===== config.mk =====
export PLATFORM = sky130hd
export DESIGN_NAME = aes_load_ctrl
export DESIGN_NICKNAME = d
export VERILOG_FILES = /design/src/rtl/aes_load_ctrl.sv
export SDC_FILE = /design/constraint.sdc
export NUM_CORES = 1
export LEC_CHECK = 0
export BUFFER_PORTS_ARGS = -buffer_cell sky130_fd_sc_hd__buf_2
export CAP_MARGIN = 10
export CORE_AREA = 3 3 209 211
export CTS_CLUSTER_DIAMETER = 80
export CTS_CLUSTER_SIZE = 12
export DETAILED_ROUTE_END_ITERATION = 16
export DIE_AREA = 0 0 212 214
export PLACE_DENSITY = 0.7
export SLEW_MARGIN = 10
export SYNTH_ARGS = -nofsm -noshare
export SYNTH_HDL_FRONTEND = slang
export SYNTH_SLANG_ARGS = --single-unit
export TNS_END_PERCENT = 1

===== constraint.sdc =====
create_clock -name clk -period 2.8 [get_ports clk]
set_clock_uncertainty 0.05 [all_clocks]
set_input_delay 0.14 -clock clk [delete_from_list [all_inputs] [get_ports clk]]
set_output_delay 0.14 -clock clk [all_outputs]
set_load 0.05 [all_outputs]

===== src/rtl/aes_load_ctrl.sv =====
// Load sequencer for the AES-128 core: fetches key and plaintext bytes from a
// byte-wide synchronous RAM, kicks the core and registers the ciphertext.
module aes_load_ctrl #(
  parameter int ADDR_W   = 5,
  parameter int KEY_BASE = 0,
  parameter int PT_BASE  = 16
) (
  input  logic              clk,
  input  logic              rst,
  input  logic              start,
  input  logic              reuse_key,
  output logic              ram_rd,
  output logic [ADDR_W-1:0] ram_addr,
  input  logic [7:0]        ram_rdata,
  output logic [127:0]      key_in,
  output logic [127:0]      plain_in,
  output logic              aes_start,
  input  logic              aes_done,
  input  logic [127:0]      aes_cipher,
  output logic [127:0]      cipher_out,
  output logic              busy,
  output logic              done
);

  typedef enum logic [2:0] {IDLE, FETCH, FLUSH, KICK, WAIT, DONE} state_t;

  state_t            state, state_next;
  logic [4:0]        idx, idx_next, cap_idx;
  logic              cap_en, key_valid;
  logic              rd_next, start_next, done_next;
  logic [ADDR_W-1:0] addr_next;

  // Indices 0..15 address the key, 16..31 the plaintext; the sum wraps mod 2^ADDR_W.
  function automatic logic [ADDR_W-1:0] addr_of(input logic [4:0] k);
    int base;
    base = k[4] ? PT_BASE : KEY_BASE;
    return ADDR_W'(base + int'(k[3:0]));
  endfunction

  always_ff @(posedge clk) begin
    if (rst) state <= IDLE;
    else     state <= state_next;
  end

  always_comb begin
    state_next = state;
    idx_next   = idx;
    case (state)
      IDLE: if (start) begin
        state_next = FETCH;
        idx_next   = (reuse_key && key_valid) ? 5'd16 : 5'd0;
      end
      FETCH: begin
        if (idx == 5'd31) state_next = FLUSH;
        else              idx_next   = idx + 5'd1;
      end
      FLUSH:   state_next = KICK;
      KICK:    state_next = WAIT;
      WAIT:    if (aes_done) state_next = DONE;
      DONE:    state_next = IDLE;
      default: state_next = IDLE;
    endcase
  end

  // Outputs are precomputed from the next state so their registers line up with it.
  always_comb begin
    rd_next    = (state_next == FETCH);
    addr_next  = rd_next ? addr_of(idx_next) : '0;
    start_next = (state_next == KICK);
    done_next  = (state_next == DONE);
    busy       = (state != IDLE);
  end

  always_ff @(posedge clk) begin
    if (rst) begin
      idx        <= '0;
      ram_rd     <= 1'b0;
      ram_addr   <= '0;
      aes_start  <= 1'b0;
      done       <= 1'b0;
      cap_en     <= 1'b0;
      cap_idx    <= '0;
      key_valid  <= 1'b0;
      key_in     <= '0;
      plain_in   <= '0;
      cipher_out <= '0;
    end else begin
      idx       <= idx_next;
      ram_rd    <= rd_next;
      ram_addr  <= addr_next;
      aes_start <= start_next;
      done      <= done_next;
      // RAM data trails the read by one cycle, so the issued index is delayed alongside it.
      cap_en    <= ram_rd;
      cap_idx   <= idx;
      if (cap_en) begin
        if (cap_idx[4]) plain_in[{cap_idx[3:0], 3'b000} +: 8] <= ram_rdata;
        else            key_in[{cap_idx[3:0], 3'b000} +: 8]   <= ram_rdata;
      end
      if (state == KICK) key_valid <= 1'b1;
      if (state == WAIT && aes_done) cipher_out <= aes_cipher;
    end
  end

endmodule


* Word level (Yosys, flattened, before mapping)
Cells that the tools add are included.
** Word-level totals
- Bits in registers :: 407
- Input bits :: 141
- Output and inout bits :: 393
- Word-level logic and storage cells :: 45
** Cells by class
- $add $sub $neg :: 3
- Equality and inequality tests :: 8
- Shift operators :: 2
- Mux-type cells :: 11
- Bitwise gates (word level) :: 2
- Reductions and logical operators :: 7
** Operators with widths (count)
- 128-bit bitwise mux :: 2
- 8-bit by 9-bit variable shift with 128-bit output, first input constant :: 1
- 8-bit by 9-bit indexed part select with 128-bit output :: 1
- 5-bit two-way mux :: 4
- 3-bit case mux with 5 select lines :: 1
- 5-bit case mux with 2 select lines :: 1
- 3-bit by 2-bit equality test with 1-bit output, second input constant :: 3
- 3-bit two-way mux :: 3
- 7-bit negation with 9-bit output :: 1
- 3-bit by 1-bit equality test with 1-bit output, second input constant :: 2
- 3-bit equality test, second input constant :: 2
- 5-bit by 1-bit adder with 5-bit output, second input constant :: 1
- 5-bit by 4-bit adder with 5-bit output :: 1
- 5-bit equality test, second input constant :: 1
- 2-bit AND reduction :: 2
- 3-bit zero test :: 1
- 3-bit nonzero test :: 1
- 1-bit logical AND :: 2
- 1-bit NOT :: 2
- 2-bit OR reduction :: 1

* Depth between registers and ports, before layout
- Depth in word-level cells :: 6
- Depth in mapped cells :: 10
- Depth with buffers taken out :: 6

* Worst setup path after synthesis
No wires, ideal clock.
- Kind :: flip-flop to flip-flop
- Start point :: register cap_idx[1]
- End point :: register key_in[112]
- Setup time :: 128 ps
- Arrival :: 2036 ps
- Slack :: 586 ps
- Stages on the path, launching flop included :: 9
- Buffers on the path :: 2
- Period minus slack after synthesis :: 2214 ps
- Path through :: dfxtp_1 > buf_2 > inv_1 > ha_1 > buf_6 > nand2b_2 > a2111oi_4 > mux2i_1 > nor2_1
** Between the ends
- Word-level cells in the longest chain between the ends :: 3
- Elaborated cells on any way between the ends :: 4
- Classes of those cells :: 1 x add/sub; 2 x shift; 1 x mux
** Ends and longest elaborated chain
- from (decl) :: RTL line 28 : logic [4:0] idx, idx_next, cap_idx;
- from (signal assigned) :: RTL line 95 : cap_idx <= idx;
- 7-bit negation with 9-bit output (*) :: RTL line 98 : else key_in[{cap_idx[3:0], 3'b000} +: 8] <= ram_rdata;
- 8-bit by 9-bit indexed part select with 128-bit output / 8-bit by 9-bit variable shift with 128-bit output (equally long branches) :: RTL line 98
- 128-bit bitwise mux (*) :: RTL line 98
- to (signal, indexed assignment) :: RTL line 98
- to (decl) :: RTL line 15 : output logic [127:0] key_in,
Every way passes the cells marked *; elsewhere a longest branch is shown, timed or not.
A chain may end at the register's enable or synchronous reset.

* Worst setup path after layout
- Start point :: register cap_idx[0]
- End point :: register key_in[98]
Same word-level chain as after synthesis.

==> reports/metrics.yaml <==
status: "finished, final reports clean"
gp_congestion: 0.873
viasPerCell: 5.02
rsz0062_at_grt: "false"
dp_cells: 2600
cp_cell_sequence: "inv_1 > ha_1 > xor2_1 > nor3_2 > nand3b_1 > mux2i_1"
dp_hpwl_um: 38900
p_leak_nw: 10.1
htreeDepth: 2
grt_max_degree: 133
final_common_cell: "buf_2"
seq_area_frac_synth_pct: 52.2
io_buffers: 533
grt_pass1_wl_um: 83900
cts_made_buffers: 40
worstMarginPinSlew_ns: 0.898
routed-wl-met2_um: 27700
fin_ws_ns: 0.270
num_io_pins: 534
path_clk_slew_ns: 0.06
num_vias: 14000
cts_sinks: 407
drtIter0Drc: 876
p_per_area_nw_per_um2: 532
grt_antenna_before_repair: 0
n_antenna_cell: 0
maxSlewViolCount: 0
synth_area_per_cell_sq_um: 9.66
max_freq_mhz: 395
wl_um: 56400
die_x_um: 212
most-common-layout-cells: "532 x buf_2, 407 x dfxtp_1, 284 x nand2_1, 242 x mux2i_1, 226 x nand2b_1"
grt_pass1_vias: 14200
required_ns: 3.15
period_minus_slack_ns: 2.53
cts_tree: "done"
hp-class: "in2reg"
wl_met3_um: 3980
hold_violations: 0
total_power_mw: 11.3
area_delta_synth_final_pct: 35.8
fp-row-count: 75
slew_headroom_pct: 40.2
ir_drop_v: 0.000435
ys_types: 54
crit_slowest_cell: "nor3_2"
clockRootBuffer: "clkbuf_16"
grt_usage_pct: 23.6
synth_fp_nets: 1760
cp_max_fo: 9
wl_met1_um: 21200
crit_type: "reg2reg"
cts_setup_buffers: 0
final-instance-count-excl-fill: 2784
dpl_worst_slack_ns: 0.206
grt.overflow.total: 0
end_kind: "flip-flop"
dieHeight_um: 214
min_period_over_period_pct: 90.4
post_drt_wl_per_cell_um: 20.2
drc: 0
top_layer: "met4"
ys_ff_latch: 407
antenna_left: 0
cts_buffer_depth: 3
dr.pass1.iters: 5
start_util_pct: 37.2
syn_inst: 1615
slowest_delay_ns: 0.52
setup_viol: 0
core_sq_um: 41900
yosys_warnings: 0
clk_latency_ns: 0.56
drive_gt1_share_pct: 28.3
whs_ns: 0.0246
start_kind: "flip-flop"
cap_violations: 0
synth_area_sq_um: 15600
die-area_sq_um: 45400
arrival_ns: 2.88
fin_nets: 2385
fill_cells: 3647
tns_ns: 0
-- metal layers --
metal	global-route usage [%]	up-vias
met5	0	-
met4	13.6	0
met3	5.37	140
met2	41.0	627
met1	26.4	6627
li1	-	6574
-- worst paths after layout --
check	from	to	slack, ns	cells past startpoint
max	cap_idx[0]$_SDFF_PP0_	key_in[98]$_SDFFE_PP0P_	0.27	6
min	ram_rdata[2]	key_in[2]$_SDFFE_PP0P_	0.02	3
max reg2reg	cap_idx[0]$_SDFF_PP0_	key_in[98]$_SDFFE_PP0P_	0.27	6
min reg2reg	cipher_out[22]$_SDFFE_PP0P_	cipher_out[22]$_SDFFE_PP0P_	0.40	2
-- power by group --
group | leakage [nW] | internal, mW | switching [mW]
combinational | 6.32 | 0.300 | 0.324
sequential | 3.28 | 5.80 | 0.0114
clock | 0.531 | 2.63 | 2.20
total | 10.1 | 8.73 | 2.53
-- cells in the mapped netlist, drive strengths merged --
cell	instances	area (sq um)
o21ai	18	93.8
o21bai	1	7.51
ha	4	50.1
a32o	1	10.0
and3b	2	17.5
nor2b	11	68.8
a211oi	1	12.5
a2111oi	1	27.5
inv	5	18.8
mux2	1	11.3
or3	2	12.5
o2bb2ai	2	17.5
nor3b	3	27.5
dfxtp	407	8150
a21oi	151	759
buf	23	133
a311oi	1	8.76
nor4	3	18.8
o31ai	1	7.51
and3	14	87.6
nor4b	2	23.8
and4	1	8.76
xor2	2	36.3
nand3	39	290
nand2	284	1070
or3b	1	8.76
o31a	1	8.76
a41oi	1	8.76
xnor2	1	16.3
mux2i	242	2420
nand2b	227	1420
clkbuf	85	319
o21a	2	15.0
a41o	1	10.0
and2	5	31.3
a21o	1	7.51
nor2	50	198
nand3b	12	115
nor3	5	46.3
nand4	1	6.26
-- flip-flops by register name, indices dropped and copies added, names as in the netlist --
signal      cells
idx             5
ram_rd          1
done            1
cap_idx         5
key_valid       1
ram_addr        5
aes_start       1
cap_en          1
key_in        128
state           3
cipher_out    128
plain_in      128
-- kinds of logic after synthesis --
| family | Yosys count | synth area share [%] |
|---|---|---|
| compound gates | 183 | 6.38 |
| xor+xnor | 3 | 0.337 |
| fa+ha+maj | 4 | 0.321 |
| buf+inv | 113 | 3.02 |
| flops | 407 | 52.2 |
| mux | 243 | 15.6 |
| simple gates | 662 | 22.1 |
-- critical path: cells and delay by family, from the launching register on --
family	cells	cell delay, ns
buf+inv	1	0.09
simple gates	2	1.04
xor+xnor	1	0.21
mux	1	0.24
fa+ha+maj	1	0.43
flops	1	0.31
-- what timing repair did --
| action | in CTS | in global routing |
|---|---|---|
| gates resized for setup | 0 | 1 |
| hold buffers | 137 | 0 |
| endpoints found under the setup margin | 0 | 8 |
| endpoints found under the hold margin | 152 | 0 |
-- layout make-up --
class                      count  area, sq um  share of cell area (%)
clock inverter                 4         31.3                   0.148
clock buffer                  43         1040                    4.93
timing repair buffer         691         4270                    20.2
tap                          539          674                    3.18
inverter                       5         18.8                  0.0886
sequential                   407         8150                    38.5
multi-input combinational   1095         7000                    33.0
-- stage by stage --
stage               instance area (sq um)  utilization, %
CTS                                 21200            50.5
floorplan                           15600               -
finish                              21200            50.5
detailed placement                  18700            44.7
global route                        21200            50.5
global placement                    18700            44.7
Power figures use the tool's default switching activity.
